**src/rtl/recirc_pkg.sv**
```systemverilog
// ---------------------------------------------------------------------------
// recirc_pkg
//   Shared definitions for the recirculator control FSM.
//   - recircState_e : state encodings (RESET=0, INIT=1, IDLE=2, ACTIVE=3,
//                     ERROR=4), also driven on state_out
//   - RECIRC_THR_W  : default width of the FIFO almost-full/empty thresholds
//   - RECIRC_LANES  : number of FIFO lanes watched by the FSM
// ---------------------------------------------------------------------------
package recirc_pkg;

  localparam int RECIRC_THR_W = 3;
  localparam int RECIRC_LANES = 4;

  typedef enum logic [2:0] {
    ST_RESET  = 3'd0,
    ST_INIT   = 3'd1,
    ST_IDLE   = 3'd2,
    ST_ACTIVE = 3'd3,
    ST_ERROR  = 3'd4
  } recircState_e;

endpackage : recirc_pkg

```
**src/rtl/idle_debounce.sv**
```systemverilog
// ---------------------------------------------------------------------------
// idle_debounce
//   Counts consecutive clock edges spent in ACTIVE with every lane empty and
//   flags the edge on which the run reaches HOLD. Only built when the macro
//   RECIRC_IDLE_DEBOUNCE_EN is defined.
//
//   Parameters : HOLD     - all-empty edges needed before ACTIVE->IDLE
//   Ports      : clk      - clock
//                reset_L  - synchronous active-low reset
//                active   - FSM currently in ACTIVE
//                allEmpty - every lane FIFO reports empty
//                holdDone - this edge completes the HOLD-long empty run
// ---------------------------------------------------------------------------
`ifdef RECIRC_IDLE_DEBOUNCE_EN
module idle_debounce #(
  parameter int HOLD = 4
) (
  input  logic clk,
  input  logic reset_L,
  input  logic active,
  input  logic allEmpty,
  output logic holdDone
);

  localparam int CntW = $clog2(HOLD + 1);

  logic [CntW-1:0] holdCount;

  // Run length of all-empty edges; saturates at HOLD and drops back to zero
  // as soon as a lane has data or the FSM is no longer in ACTIVE.
  always_ff @(posedge clk) begin
    if (!reset_L) begin
      holdCount <= '0;
    end else if (active && allEmpty) begin
      if (holdCount != CntW'(HOLD)) begin
        holdCount <= holdCount + 1'b1;
      end
    end else begin
      holdCount <= '0;
    end
  end

  // The current edge is the HOLD-th one when HOLD-1 have already been seen.
  assign holdDone = active && allEmpty && (holdCount >= CntW'(HOLD - 1));

endmodule : idle_debounce
`endif

```
**src/rtl/recirc_fsm.sv**
```systemverilog
// ---------------------------------------------------------------------------
// recirc_fsm
//   Moore control FSM for the lane recirculator. Programs the FIFO
//   almost-full/almost-empty thresholds while in INIT, selects the idle path
//   while every lane is drained, and latches per-lane FIFO errors.
//
//   Optional feature (macro RECIRC_IDLE_DEBOUNCE_EN): ACTIVE->IDLE waits for
//   IDLE_HOLD consecutive all-empty edges instead of the first one.
//
//   Parameters : THR_W         - threshold width
//                IDLE_HOLD     - debounce length (debounce build only)
//   Ports      : clk           - clock, all state updates on posedge
//                reset_L       - synchronous active-low reset
//                init          - request INIT / program thresholds
//                thr_af_in     - almost-full threshold to program
//                thr_ae_in     - almost-empty threshold to program
//                fifo_empty    - per-lane FIFO empty flags
//                fifo_error    - per-lane FIFO overflow/underflow flags
//                selector_IDLE - recirculator selector, 1 in IDLE
//                thr_af_out    - programmed almost-full threshold
//                thr_ae_out    - programmed almost-empty threshold
//                state_out     - current state encoding
//                error_out     - 1 in ERROR
//                err_lane      - sticky per-lane error record
// ---------------------------------------------------------------------------
module recirc_fsm
  import recirc_pkg::*;
#(
  parameter int THR_W     = RECIRC_THR_W,
  parameter int IDLE_HOLD = 4
) (
  input  logic                    clk,
  input  logic                    reset_L,
  input  logic                    init,
  input  logic [THR_W-1:0]        thr_af_in,
  input  logic [THR_W-1:0]        thr_ae_in,
  input  logic [RECIRC_LANES-1:0] fifo_empty,
  input  logic [RECIRC_LANES-1:0] fifo_error,
  output logic                    selector_IDLE,
  output logic [THR_W-1:0]        thr_af_out,
  output logic [THR_W-1:0]        thr_ae_out,
  output logic [2:0]              state_out,
  output logic                    error_out,
  output logic [RECIRC_LANES-1:0] err_lane
);

  // A zero-length debounce has no meaning; stop elaboration early.
  if (IDLE_HOLD < 1) begin : gBadHold
    $error("recirc_fsm: IDLE_HOLD must be at least 1");
  end

  recircState_e state;
  recircState_e nextState;
  logic         allEmpty;
  logic         anyError;
  logic         holdDone;

  assign allEmpty = (fifo_empty == {RECIRC_LANES{1'b1}});
  assign anyError = |fifo_error;

`ifdef RECIRC_IDLE_DEBOUNCE_EN
  idle_debounce #(
    .HOLD     (IDLE_HOLD)
  ) uIdleDebounce (
    .clk      (clk),
    .reset_L  (reset_L),
    .active   (state == ST_ACTIVE),
    .allEmpty (allEmpty),
    .holdDone (holdDone)
  );
`else
  assign holdDone = allEmpty;
`endif

  // Next-state selection. Errors outrank init, which outranks the normal
  // drain/fill transitions; RESET always advances to INIT and ERROR only
  // leaves through reset_L.
  always_comb begin
    nextState = state;
    if (state == ST_RESET) begin
      nextState = ST_INIT;
    end else if (anyError) begin
      nextState = ST_ERROR;
    end else begin
      case (state)
        ST_INIT: begin
          if (!init) begin
            nextState = (thr_ae_in < thr_af_in) ? ST_IDLE : ST_ERROR;
          end
        end
        ST_IDLE: begin
          if (init) begin
            nextState = ST_INIT;
          end else if (!allEmpty) begin
            nextState = ST_ACTIVE;
          end
        end
        ST_ACTIVE: begin
          if (init) begin
            nextState = ST_INIT;
          end else if (holdDone) begin
            nextState = ST_IDLE;
          end
        end
        ST_ERROR: nextState = ST_ERROR;
        default:  nextState = ST_RESET;
      endcase
    end
  end

  // State plus every output is registered here, each output decoded from the
  // state being entered so it always matches the state register. Thresholds
  // follow the inputs on every edge spent in INIT, including the leaving edge.
  always_ff @(posedge clk) begin
    if (!reset_L) begin
      state         <= ST_RESET;
      selector_IDLE <= 1'b0;
      thr_af_out    <= '0;
      thr_ae_out    <= '0;
      state_out     <= 3'd0;
      error_out     <= 1'b0;
      err_lane      <= '0;
    end else begin
      state         <= nextState;
      selector_IDLE <= (nextState == ST_IDLE);
      state_out     <= nextState;
      error_out     <= (nextState == ST_ERROR);
      if (state == ST_INIT) begin
        thr_af_out <= thr_af_in;
        thr_ae_out <= thr_ae_in;
      end
      if (state != ST_RESET) begin
        err_lane <= err_lane | fifo_error;
      end
    end
  end

endmodule : recirc_fsm

```
**config.mk**
```make
export PLATFORM = sky130hd
export DESIGN_NAME = recirc_fsm
export DESIGN_NICKNAME = d
export VERILOG_FILES = /design/src/rtl/recirc_pkg.sv /design/src/rtl/idle_debounce.sv /design/src/rtl/recirc_fsm.sv
export SDC_FILE = /design/constraint.sdc
export NUM_CORES = 1
export LEC_CHECK = 0
export BUFFER_PORTS_ARGS = -buffer_cell sky130_fd_sc_hd__buf_4
export CAP_MARGIN = 20
export CORE_MARGIN = 2
export CORE_UTILIZATION = 38
export CTS_CLUSTER_DIAMETER = 100
export DETAILED_ROUTE_END_ITERATION = 16
export HOLD_SLACK_MARGIN = 0.15
export PLACE_DENSITY = 0.7
export SETUP_SLACK_MARGIN = 0.15
export SLEW_MARGIN = 20
export SYNTH_ARGS = -nofsm -noshare
export SYNTH_HDL_FRONTEND = slang
export SYNTH_SLANG_ARGS = --single-unit
```
**constraint.sdc**
```tcl
create_clock -name clk -period 1.7 [get_ports clk]
set_input_delay 0.255 -clock clk [delete_from_list [all_inputs] [get_ports clk]]
set_output_delay 0.255 -clock clk [all_outputs]
set_load 0.02 [all_outputs]
```
==> results.md, run 1 <==
- Switching share of power: 0.295
- Initial Util: 0.414
- I/O Buffers: 31
- Largest net degree at the start of global routing: 15
- Total track usage: 0.162
- Antenna cells: 0
- DRC violation total after the first TritonRoute iteration: 11
- Initial antenna violation count: 0
- Worst skew pair latency: 0.28 ns
- CP Data Arrival Time: 1.59 ns
- Gpl congestion: 0.809
- Max Used Layer: met4
- Clk sink count: 15
- Slew @ Worst Pin: 0.343 ns
- Total negative slack: 0 ns
- Core Util, Final: 0.604
- Total die area: 0.00200 sq mm
- Critical Path Source Type: input port
- Area Overhead vs Synth: 46.0%
- HP Class: in -> reg
- Clk buf depth: 2
- Syn avg cell area: 10.3 sq um
- CP Class: in -> reg
- Max cap viols: 0
- WP buf/inv: 1
- CP top delay family: simple AND/OR/NAND/NOR gates
- Post-synthesis register bit count: 15
- Status: finished clean
- CP Capture Type: register
- Num ports: 32
- Yosys warns: 0
- Gate power share: 0.277
- Die height: 44.7 um
- Drt via density: 5.14
- CP max stage delay: 0.53 ns
- Worst-case clock skew: 0.00214 ns
- Yosys cell types: 20
- Worst slew margin: 0.770
- PD cells: 911 mW/mm^2
- Vias in the first global route: 579
- Minimum clock period: 1.39 ns
- Core ar.: 0.00152 sq mm
- Final Non-Filler Cells: 113
- Grt ovf: 0
- Post-DRT Antenna Nets: 0
- Max stage delay cell, worst path: or4_4
- Period utilisation layout: 0.818
- Placed Instances: 109
- Syn_nets: 80
- CTS buffer count: 3
- CTS tree: done
- Routed wl met2: 665 um
- P_sw: 0.000248 W
- Met3 routed WL: 112 um
- Worst EP required: 1.90 ns
- Die extent in x: 44.7 um
- Routed length per placed instance: 12.0 um
- Post-synthesis sequential area ratio: 0.476
- Total wire length: 1.36 mm
- Hold Buf Count CTS: 0
- Drt drc: 0
- P_leak: 0.421 nW
- Root Buffer: clkbuf_4
- Clk pwr share: 0.240
- Internal: 0.000591 W
- Worst-path clk slew: 0.09 ns
- Final setup fails: 0
- First-pass GRT wire length: 2.36 mm
- Metal-1 WL: 562 um
- RSZ-0062 raised after global routing: no
- Setup slack, reg-to-reg: 0.47 ns
- Routed vias: 581
- Slew Viols, Final: 0
- Critical path fanouts, max: 2
- Fin nets: 117
- Peak supply drop: 0.496 mV
- Max Clock Freq: 0.720 GHz
- Sequential power share: 0.483
- Final Hold Viols: 0
- PostCTS Resize Cnt: 0
- DP Wirelength: 1.05 mm
- DRT Pass-1 Iters: 4
- Post-Syn Area: 631 sq um
- Post-Synthesis Cells: 61
- Fill cells: 148
- Post-CTS setup buffers: 0
- H-tree levels: 1
- FP Rows: 14
- Critical path, cell by cell: buf_4 -> or4_4 -> or4b_4 -> a311oi_2
- Layout cells sized above 1: 0.423
[registers in the layout, indices dropped and copies added, names as in the netlist]
name	count
state	3
thr_af_out	3
error_out	1
selector_IDLE	1
thr_ae_out	3
err_lane	4
[final cells by class]
cell class / instances / area, sq um / share of cell area
clock buffers: 4 / 26.3 / 0.0285
inverters: 3 / 11.3 / 0.0122
multi-input cells: 42 / 315 / 0.342
flip-flops and latches: 15 / 300 / 0.326
well taps: 16 / 20.0 / 0.0217
repair buffers: 33 / 248 / 0.269
[placed cells by master, fill, tap and decap left out, drive strengths merged]
| cell | synthesis | final |
|---|---|---|
| or4 | 1 | 1 |
| a311oi | 1 | 1 |
| nor4 | 1 | 1 |
| nand2b | 2 | 2 |
| a31oi | 1 | 1 |
| nor2b | 10 | 10 |
| and4 | 1 | 1 |
| or4b | 1 | 1 |
| dfxtp | 15 | 15 |
| mux2i | 6 | 6 |
| nor2 | 3 | 3 |
| a21o | 1 | 1 |
| clkbuf | 1 | 4 |
| inv | 3 | 3 |
| o21ai | 1 | 1 |
| buf | 0 | 33 |
| nand2 | 2 | 2 |
| a21oi | 6 | 6 |
| o311a | 2 | 2 |
| nor4bb | 1 | 1 |
| ha | 2 | 2 |
[metrics by stage]
stage	hold slack, ns	setup slack [ns]	area, sq um	total power, W
2_1_floorplan	0.383	0.162	631	0.000542
3_3_place_gp	0.482	0.0135	895	0.000646
3_5_place_dp	0.484	0.00392	895	0.000649
4_1_cts	0.230	0.308	921	0.000852
5_1_grt	0.238	0.277	921	0.000894
6_report	0.233	0.310	921	0.000839
[per-layer routing]
layer / track usage / vias to the layer above
met2: 0.264 / 27
met1: 0.198 / 262
li1: - / 288
met5: 0 / -
met3: 0.0360 / 4
met4: 0.0909 / 0
[worst min-delay path, stage by stage]
cell	delay (ns)
buf_4	0.08
a21oi_1	0.05
nor2b_1	0.09
[logic make-up (layout without fill, tap and decap cells)]
| family | after synthesis | after routing | synth area share |
|---|---|---|---|
| and+or+nand+nor | 22 | 22 | 0.228 |
| DFF | 15 | 15 | 0.476 |
| AOI/OAI and AO/OA | 12 | 12 | 0.137 |
| muxes | 6 | 6 | 0.0952 |
| buffers and inverters | 4 | 40 | 0.0238 |
| adders and majority gates | 2 | 2 | 0.0397 |
[Yosys cell counts]
library cell / instances / share of area
dfxtp_1: 15 / 0.48
nor2b_1: 10 / 0.099
a21oi_1: 6 / 0.048
mux2i_1: 6 / 0.095
inv_1: 3 / 0.018
nor2_1: 3 / 0.018
ha_1: 2 / 0.040
nand2_1: 2 / 0.012
nand2b_1: 2 / 0.020
o311a_2: 2 / 0.036
a21o_1: 1 / 0.012
a311oi_2: 1 / 0.024
a31oi_1: 1 / 0.0099
and4_1: 1 / 0.014
clkbuf_1: 1 / 0.0059
nor4_1: 1 / 0.0099
nor4bb_1: 1 / 0.016
o21ai_0: 1 / 0.0079
or4_4: 1 / 0.018
or4b_4: 1 / 0.022
[path summary, 6_finish.rpt]
kind,from,depth (start not counted),end
worst max-delay path,fifo_error[2],4,selector_IDLE
worst min register to register,err_lane[1],2,err_lane[1]
worst max register to register,state[1],5,thr_ae_out[2]
worst min-delay path,fifo_error[3],3,err_lane[3]
[power groups by stage]
stage	Clock (W)	Sequential [W]	Combinational (W)
2_1_floorplan	0	0.000451	0.0000907
3_3_place_gp	0	0.000414	0.000232
3_5_place_dp	0	0.000413	0.000235
4_1_cts	0.000211	0.000406	0.000235
5_1_grt	0.000228	0.000410	0.000256
6_report	0.000201	0.000405	0.000233
(Power assumes the default switching activity.)
==> run 2, diff against run 1 <==
- CORE_UTILIZATION: 38 -> 40
- PLACE_DENSITY: 0.7 -> 0.71
- clock period: 1.7 -> 1.4 ns (I/O delays scaled with it)
==> run 2 against run 1 <==
Net effect: register-to-register slack got worse by 0.31 ns; via count rose by 2.9%; final cell count rose by 0.88%; worst setup slack got worse by 0.26 ns; total power rose by 25%; sequential power rose by 24%; die area fell by 4.6%; critical path type unchanged; largest cell class unchanged; highest routed layer unchanged.
==> results.md, run 2 (synthesis gave the netlist of run 1 again) <==
- Status: finished clean
- Largest net degree at the start of global routing: 15
- RSZ-0062 raised after global routing: yes
- Routed length per placed instance: 13.4 um
- Layout cells sized above 1: 0.531
- Drt drc: 0
- Max FFs per register: 4
- Worst-case clock skew: 0.00243 ns
- CP Capture Type: register
- P_sw: 0.000328 W
- First-pass GRT wire length: 2.46 mm
- Drt via density: 5.25
- PD cells: 1080 mW/mm^2
- Vias in the first global route: 589
- CTS buffer count: 3
- Total wire length: 1.53 mm
- Max stage delay cell, worst path: or4_4
- Min Hold Slack: 0.181 ns
- CP Class: in -> reg
- Core ar.: 0.00149 sq mm
- Most common cell after layout, fill and taps aside: buf_4
- Gpl congestion: 0.779
- Final Hold Viols: 0
- Max cap viols: 0
- Worst EP required: 1.61 ns
- Worst Setup SP: fifo_error[2]
- DP Wirelength: 1.14 mm
- Most frequent cells in the layout: 34 x buf_4, 14 x dfxtp_1, 10 x nor2b_1
- Design area: 976 sq um
- Fill cells: 136
- Die height: 43.7 um
- Num ports: 32
- H-tree levels: 1
- Minimum clock period: 1.34 ns
- Peak supply drop: 0.554 mV
- Max Clock Freq: 0.744 GHz
- Die extent in x: 43.7 um
- Core Util, Final: 0.655
- Total die area: 0.00191 sq mm
- Total track usage: 0.177
- Placed cell areas: 910 sq um
- Period utilisation layout: 0.961
- Slew @ Worst Pin: 0.291 ns
- Gate power share: 0.288
- Worst slew margin: 0.805
- Clk buf depth: 2
- Area Overhead vs Synth: 54.8%
- DRT Pass-1 Iters: 2
- Internal: 0.000725 W
- Worst-path clk slew: 0.09 ns
- I/O Buffers: 31
- CTS tree: done
- Critical path, cell by cell: buf_4 -> or4_4 -> or4b_4 -> a311oi_2
- DRC violation total after the first TritonRoute iteration: 2
- Clk pwr share: 0.235
- Worst setup path endpoint: selector_IDLE
- CP Data Arrival Time: 1.55 ns
- Biggest register: err_lane
- Final setup fails: 0
- Critical path fanouts, max: 2
- Slew Viols, Final: 0
- Reg2reg path depth: 2
- Antenna cells: 0
- Initial antenna violation count: 0
- P_leak: 0.430 nW
- Post-CTS setup buffers: 0
- Initial Util: 0.424
- Worst skew pair latency: 0.28 ns
- Fin nets: 118
- Setup slack, reg-to-reg: 0.16 ns
- Total power: 0.00105 W
- FP Rows: 14
- Root Buffer: clkbuf_4
- Clk sink count: 15
- CP max stage delay: 0.53 ns
- Routed vias: 598
- Post-DRT Antenna Nets: 0
- HP Class: in -> reg
- R2r endpoint: selector_IDLE
- Sequential power share: 0.477
- Grt ovf: 0
- Critical Path Source Type: input port
- Reg2Reg Launch Point: state[2]
- Switching share of power: 0.312
-- run 2: stage by stage --
step | TNS, ns | cells | setup WS, ns
CTS | 0 | 114 | 0.0488
detailed placement | -0.851 | 110 | -0.250
finish | 0 | 114 | 0.0552
floorplan | -0.195 | 61 | -0.0930
global route | 0 | 114 | 0.0499
global placement | -0.727 | 110 | -0.237
-- run 2: worst min path at each step --
stage / start / cells past startpoint / to
6_report: fifo_error[3] / 3 / err_lane[3]
5_1_grt: thr_ae_in[0] / 3 / thr_ae_out[0]
4_1_cts: fifo_error[0] / 3 / err_lane[0]
3_5_place_dp: fifo_error[3] / 3 / err_lane[3]
3_3_place_gp: fifo_error[2] / 3 / err_lane[2]
2_1_floorplan: reset_L / 1 / thr_ae_out[2]
-- run 2: area by class of cell --
| cell class | count | area (sq um) | share of cell area |
|---|---|---|---|
| clock buffers | 3 | 22.5 | 0.0231 |
| clock inverters | 1 | 5.00 | 0.00513 |
| inverters | 3 | 11.3 | 0.0115 |
| multi-input cells | 42 | 360 | 0.369 |
| flip-flops and latches | 15 | 302 | 0.309 |
| well taps | 16 | 20.0 | 0.0205 |
| repair buffers | 34 | 255 | 0.262 |
-- run 2: metal layers --
layer / share of wire / up-vias / global-route usage
li1: - / 290 / -
met3: 0.046 / 5 / 0.0250
met4: 0.022 / 0 / 0.0909
met1: 0.42 / 281 / 0.195
met5: 0 / - / 0
met2: 0.51 / 22 / 0.324
-- run 2: critical path: cells and delay by family --
family                 cells  cell delay [ns]
AOI/OAI and AO/OA          1             0.19
buffers and inverters      1             0.12
and+or+nand+nor            2             1.04
-- run 2: timing repair --
item / CTS / global route
gates resized for setup: 5 / 3
setup endpoints to repair: 4 / 12
pin swaps: 2 / 3
hold buffers: 0 / 0
-- run 2: power by group through the flow --
stage / clock network [W] / registers [W] / logic [W]
global placement: 0 / 0.000505 / 0.000283
global route: 0.000268 / 0.000506 / 0.000331
finish: 0.000248 / 0.000502 / 0.000303
floorplan: 0 / 0.000550 / 0.000114
CTS: 0.000255 / 0.000500 / 0.000301
detailed placement: 0 / 0.000505 / 0.000288
